File: config.mk
export PLATFORM = sky130hd
export DESIGN_NAME = md_issue_ctrl
export DESIGN_NICKNAME = d
export VERILOG_FILES = /design/src/rtl/md_issue_ctrl.sv
export SDC_FILE = /design/constraint.sdc
export NUM_CORES = 1
export LEC_CHECK = 0
export CAP_MARGIN = 0
export CORE_AREA = 2 2 39 41
export CTS_CLUSTER_DIAMETER = 80
export DETAILED_ROUTE_END_ITERATION = 10
export DIE_AREA = 0 0 41 43
export HOLD_SLACK_MARGIN = 0.12
export PLACE_DENSITY_LB_ADDON = 0.15
export SLEW_MARGIN = 10
export SYNTH_ARGS = -nofsm -noshare
export SYNTH_HDL_FRONTEND = slang
export SYNTH_SLANG_ARGS = --single-unit
File: constraint.sdc
create_clock -name clk -period 2 [get_ports clk]
set_clock_uncertainty 0.2 [all_clocks]
set_input_delay 0.3 -clock clk [delete_from_list [all_inputs] [get_ports clk]]
set_output_delay 0.3 -clock clk [all_outputs]
set_load 0.005 [all_outputs]
File: src/rtl/md_issue_ctrl.sv
// Issue/sequencing control for the HI/LO multiply-divide unit of the 5-stage pipeline.
// Optional feature: define MDC_DIV0_SKIP_EN to skip div/divu whose divisor is zero.
module md_issue_ctrl #(
  parameter int MULT_CYCLES = 5,
  parameter int DIV_CYCLES  = 10,
  parameter int CNT_W       = 5
) (
  input  logic             clk,
  input  logic             reset,
  input  logic             e_valid,
  input  logic [3:0]       e_op,
  input  logic             e_rt_zero,
  input  logic             d_md_use,
  output logic             md_start,
  output logic [2:0]       md_sel,
  output logic             hi_en,
  output logic             lo_en,
  output logic             busy,
  output logic [CNT_W-1:0] remain,
  output logic             stall_d,
  output logic             op_err
);

  typedef enum logic {
    IDLE = 1'b0,
    RUN  = 1'b1
  } state_t;

  state_t           state;
  state_t           state_nxt;
  logic [CNT_W-1:0] remain_nxt;

  logic start_class;
  logic is_div;
  logic div_skip;
  logic start_ok;

  assign start_class = e_valid && (e_op >= 4'd1) && (e_op <= 4'd6);
  assign is_div      = (e_op == 4'd3) || (e_op == 4'd4);

`ifdef MDC_DIV0_SKIP_EN
  // A zero divisor leaves HI/LO untouched, so the op is simply never started.
  assign div_skip = is_div && e_rt_zero;
`else
  logic unused_rt_zero;
  assign unused_rt_zero = e_rt_zero;
  assign div_skip = 1'b0;
`endif

  assign start_ok = start_class && !div_skip;

  always_ff @(posedge clk) begin
    if (reset) begin
      state  <= IDLE;
      remain <= '0;
    end else begin
      state  <= state_nxt;
      remain <= remain_nxt;
    end
  end

  always_comb begin
    state_nxt  = state;
    remain_nxt = remain;
    case (state)
      IDLE: begin
        remain_nxt = '0;
        if (start_ok) begin
          state_nxt  = RUN;
          remain_nxt = is_div ? CNT_W'(DIV_CYCLES) : CNT_W'(MULT_CYCLES);
        end
      end
      RUN: begin
        // remain is always >= 1 here, so the decrement cannot wrap.
        if (remain <= CNT_W'(1)) begin
          state_nxt  = IDLE;
          remain_nxt = '0;
        end else begin
          remain_nxt = remain - CNT_W'(1);
        end
      end
      default: begin
        state_nxt  = IDLE;
        remain_nxt = '0;
      end
    endcase
  end

  always_comb begin
    busy     = (state == RUN);
    md_start = 1'b0;
    md_sel   = 3'd0;
    hi_en    = 1'b0;
    lo_en    = 1'b0;
    op_err   = 1'b0;
    stall_d  = 1'b0;
    if (!reset) begin
      if (state == IDLE) begin
        md_start = start_ok;
        hi_en    = e_valid && (e_op == 4'd7);
        lo_en    = e_valid && (e_op == 4'd8);
        if (start_ok) begin
          md_sel = e_op[2:0] - 3'd1;
        end
      end else begin
        op_err = start_class;
      end
      stall_d = d_md_use && (busy || md_start);
    end
  end

endmodule

**After elaboration in Yosys (flattened, before gate mapping)**

Cells that the tools add are included.

- Register bits after elaboration: 6
- Bits of input ports: 9

- Add/subtract/negate cells: 2
- $lt $le $gt $ge: 3
- Equality and inequality tests: 4
- Mux-type cells: 20
- Bitwise logic cells: 1
- Reduce and logical (&&, ||, !) cells: 7

Operator list:

| cell | count |
|---|---|
| 1-bit two-way mux | 12 |
| 5-bit case mux with 2 select lines | 1 |
| 3-bit two-way mux | 3 |
| 4-bit by 3-bit equality test with 1-bit output, second input constant | 2 |
| 4-bit two-way mux | 2 |
| 5-bit by 1-bit less-or-equal comparator with 1-bit output, second input constant | 1 |
| 1-bit logical AND | 5 |
| 5-bit two-way mux | 1 |
| 5-bit by 1-bit subtractor with 5-bit output, second input constant | 1 |
| 4-bit by 2-bit equality test with 1-bit output, second input constant | 1 |
| 4-bit equality test, second input constant | 1 |
| 4-bit by 1-bit >= comparator with 1-bit output, second input constant | 1 |
| 4-bit by 3-bit less-or-equal comparator with 1-bit output, second input constant | 1 |
| 3-bit by 1-bit subtractor with 3-bit output, second input constant | 1 |
| 1-bit logical OR | 2 |
| 1-bit case mux with 2 select lines | 1 |
| 1-bit inverter | 1 |

**Logic depth before layout (Yosys ltp)**

- Word-level depth: 8
- Depth in mapped cells: 5
- Depth with buffers taken out: 5

**Worst setup path before layout**

OpenSTA, ideal clock, no wires.

- Path type: input -> output
- From: input port e_op[0]
- To: output port stall_d
- Arrival time: 1.139 ns
- Required time: 1.500 ns
- Path slack: 0.361 ns
- Stages: 5
- Cell sequence: inv_1 ha_1 or3b_4 nand4b_1 a21oi_1

- Longest elaborated chain between the ends: 8
- Elaborated cells between the ends (all ways): 9
- Those cells by class: 2 x order compare; 3 x mux; 4 x reduce/logical

Ends and longest elaborated chain:

| item | RTL line | RTL |
|---|---|---|
| start: declaration | 11 | `input logic [3:0] e_op,` |
| 4-bit by 1-bit >= comparator with 1-bit output | 38 | `assign start_class = e_valid && (e_op >= 4'd1) && (e_op <= 4'd6);` |
| 1-bit logical AND | 38 |  |
| 1-bit logical AND (*) | 38 |  |
| 1-bit two-way mux (*) | 98 | `if (state == IDLE) begin` |
| 1-bit two-way mux (*) | 97 | `if (!reset) begin` |
| 1-bit logical OR (*) | 108 | `stall_d = d_md_use && (busy \|\| md_start);` |
| 1-bit logical AND (*) | 108 |  |
| 1-bit two-way mux (*) | 97 |  |
| end: declaration | 20 | `output logic stall_d,` |

Mark *: on every way between the ends. The rest lies on a longest branch, timed or not. The select of a mux whose other input is x is not followed.

**Worst setup path in the final report**

- From: input port e_op[0]
- To: output port md_sel[1]

- Longest elaborated chain between the ends: 6
- Elaborated cells between the ends (all ways): 8
- Those cells by class: 1 x add/sub; 2 x order compare; 3 x mux; 2 x reduce/logical

Ends and longest elaborated chain:

| item | RTL line | RTL |
|---|---|---|
| 4-bit by 1-bit >= comparator with 1-bit output | 38 |  |
| 1-bit logical AND (2 in a row) | 38 |  |
| 3-bit two-way mux (*) | 102 | `if (start_ok) begin` |
| 3-bit two-way mux (*) | 98 |  |
| 3-bit two-way mux (*) | 97 |  |
| end: declaration | 15 | `output logic [2:0] md_sel,` |

Mark *: on every way between the ends. The rest lies on a longest branch, timed or not.

==> impl_metrics.tcl <==
set metrics [dict create \
    io_pins 23 \
    port_buffers 21 \
    r2r_end "remain[3]$_SDFF_PP0_" \
    slowest_delay_ns 0.39 \
    r2r_cells 7 \
    grt_max_degree 7 \
    tightest_slew_ns 0.2227 \
    end_kind "output pin" \
    cpMostUsedCell "buf_6" \
    numClockSinks 6 \
    start_util 0.3481 \
    setup_viol 0 \
    ant_nets 0 \
    ys_ff_latch 6 \
    die_area_um2 1763 \
    critPathSlowestCell "or3b_4" \
    power_switching_uw 96.56 \
    cp.required_ns 1.50 \
    dr.pass1.iters 4 \
    netlist_area_um2 481.7 \
    nets 111 \
    crit_type "in -> out" \
    clk_latency_ns 0.25 \
    wirelength_mm 1.197 \
    hp-start "remain[4]$_SDFF_PP0_" \
    cts.clk_slew.worst_paths_ns 0.05 \
    layout_setup_ws_ns 0.05852 \
    grt.total_usage 0.1469 \
    finalPower_uw 354.2 \
    min_path_type "reg -> reg" \
    cp_max_fo 4 \
    post-route-period-util 0.9707 \
    p_clk_frac 0.328 \
    synth_warnings 0 \
    place_congestion 0.7735 \
    power_frac_seq 0.365 \
    grt_pass1_wl_mm 1.725 \
    syn_inst 51 \
    hold_violations 0 \
    wire_per_inst_um 10.98 \
    leakagePower_uw 0.0004061 \
    fin_crit_ns 1.941 \
    synth_cell_types 22 \
    rr_startpoint "busy$_SDFF_PP0_" \
    die_w_um 41 \
    rsz0062_at_grt "no" \
    drive_gt1_frac 0.4194 \
    combPwrFrac 0.307 \
    synth.avg_cell_area_um2 9.445 \
    ir_drop_mv 0.4353 \
    area_growth_pct 82.08 \
    root_buffer "clkbuf_4" \
    hold_buffers 0 \
    numCtsBuffers 3 \
    rows 14 \
    finalMaxSlewViolations 0 \
    min_path_cells 2 \
    swShare 0.2726 \
    cap_violations 0 \
    critical_path.startpoint "e_op[0]" \
    synth_fp_nets 67 \
    max_freq_ghz 0.5151 \
    status "finished, final reports clean" \
    cts_tree "done" \
    vias_per_cell 4.697 \
    path_cells "buf_4 -> buf_6 -> ha_4 -> or3b_4 -> nand3_4 -> buf_6 -> nor2_1 -> buf_2" \
    fill_cells 129 \
    start_kind "input port" \
    remaining_drc_errors 0 \
    drt_iter0_markers 6 \
    max-clock-path-buffers 2 \
    internal-power_uw 257.6 \
    seq_area_frac_synth 0.2494 \
    hold_end "remain[4]$_SDFF_PP0_" \
    post-dp-hpwl_um 846.5 \
    dieHeight_um 43 \
    grt_pass1_vias 443 \
    num_antenna_cells 0 \
    antenna_found_initial 0 \
    via_count 512 \
    power.density_nw_per_um2 403.8 \
    dp_slack_ns -0.6522 \
    max_slew_margin 0.8504 \
    reg2reg_slack_ns 0.35 \
    overflow 0 \
    whs_ns 0.3581 \
    core-area_um2 1384 \
    crit_arrival_ns 1.44 \
    cts_max_level 1 \
]
==> registers in the layout, indices dropped and copies added (netlist names) <==
signal / cells
remain: 5
busy: 1
==> power groups by stage <==
stage | Clock (uW) | Sequential (uW) | Combinational, uW
final | 116 | 129 | 109
after global routing | 123 | 130 | 120
after CTS | 116 | 129 | 106
after detailed placement | 0 | 131 | 102
after global placement | 0 | 131 | 101
after floorplan | 0 | 131 | 43.0
==> critical path, delay by kind of cell <==
| family | cells | cell delay [ns] |
|---|---|---|
| simple gates | 3 | 0.54 |
| buf+inv | 4 | 0.45 |
| fa+ha+maj | 1 | 0.14 |
==> cells in the final DEF (no fill, tap or decap), types with 2 or more instances in the layout <==
| cell | instances |
|---|---|
| ha_1 | 5 |
| nand4b_1 | 2 |
| dfxtp_1 | 5 |
| o22ai_2 | 2 |
| clkbuf_4 | 3 |
| inv_2 | 2 |
| clkdlybuf4s15_1 | 3 |
| o22ai_1 | 2 |
| clkdlybuf4s50_1 | 7 |
| buf_4 | 15 |
| inv_1 | 4 |
| dlygate4sd2_1 | 4 |
| xnor2_1 | 4 |
| buf_6 | 4 |
| ha_4 | 2 |
| buf_2 | 5 |
| nor2_1 | 5 |
| nor3_1 | 4 |
==> area by class of cell <==
class,instances,area [um^2],area share
multi-input cells,39,367.9,0.4194
repair buffers,39,322.8,0.3680
flip-flops and latches,6,121.4,0.1384
clock buffers,3,22.52,0.02568
inverters,6,22.52,0.02568
well taps,16,20.02,0.02282
==> Yosys cell counts <==
library cell,count,share of area
ha_1,7,0.18
nor3b_1,1,0.016
a21oi_1,1,0.010
o21bai_1,1,0.016
and3_2,1,0.016
inv_1,6,0.047
xnor2_1,4,0.073
dfxtp_1,6,0.25
or2_1,1,0.013
mux2i_1,1,0.021
nand2b_1,1,0.013
nand4b_1,2,0.036
nor2_1,5,0.039
nand2_1,1,0.0078
o22ai_1,2,0.026
o22ai_2,2,0.052
nor4b_4,1,0.049
nor3_1,4,0.042
or3b_4,1,0.023
a211o_1,1,0.018
nand3b_1,1,0.016
nand3_4,1,0.036
==> worst max-delay path by stage <==
stage               depth (start not counted)  slack, ns         to
CTS                                         7      -0.01     op_err
global route                                7       0.01  md_sel[0]
floorplan                                   5       0.36    stall_d
finish                                      8       0.06  md_sel[1]
global placement                            7      -0.62     op_err
detailed placement                          7      -0.65     op_err
==> routing by layer <==
layer,global-route usage,share of wire
met4,0.06000,0.014
met3,0.04712,0.057
met2,0.2313,0.47
met5,0,0
met1,0.1748,0.46
==> stage by stage <==
stage | std cells | setup TNS (ns) | cell area, um^2 | utilization
6_report | 109 | 0 | 877.1 | 0.6338
5_1_grt | 109 | 0 | 877.1 | 0.6338
4_1_cts | 108 | -0.01008 | 867.1 | 0.6266
3_5_place_dp | 100 | -4.909 | 802.0 | 0.5796
3_3_place_gp | 100 | -4.721 | 802.0 | 0.5796
2_1_floorplan | 51 | 0 | 481.7 | -
==> what timing repair did <==
item / in CTS / in global routing
resized for setup: 45 / 5
pin swaps: 6 / 4
endpoints found under the setup margin: 8 / 5
buffers inserted: 5 / 1
==> cell families after synthesis <==
| logic type | count (synthesis) | share of synthesized area |
|---|---|---|
| AOI/OAI and AO/OA | 7 | 0.1221 |
| xor gates and xnor gates | 4 | 0.07272 |
| adders and majority gates | 7 | 0.1818 |
| buffers and inverters | 6 | 0.04675 |
| DFF | 6 | 0.2494 |
| muxes | 1 | 0.02078 |
| and+or+nand+nor | 20 | 0.3065 |
Note: power is estimated with default switching activity, not from simulation.
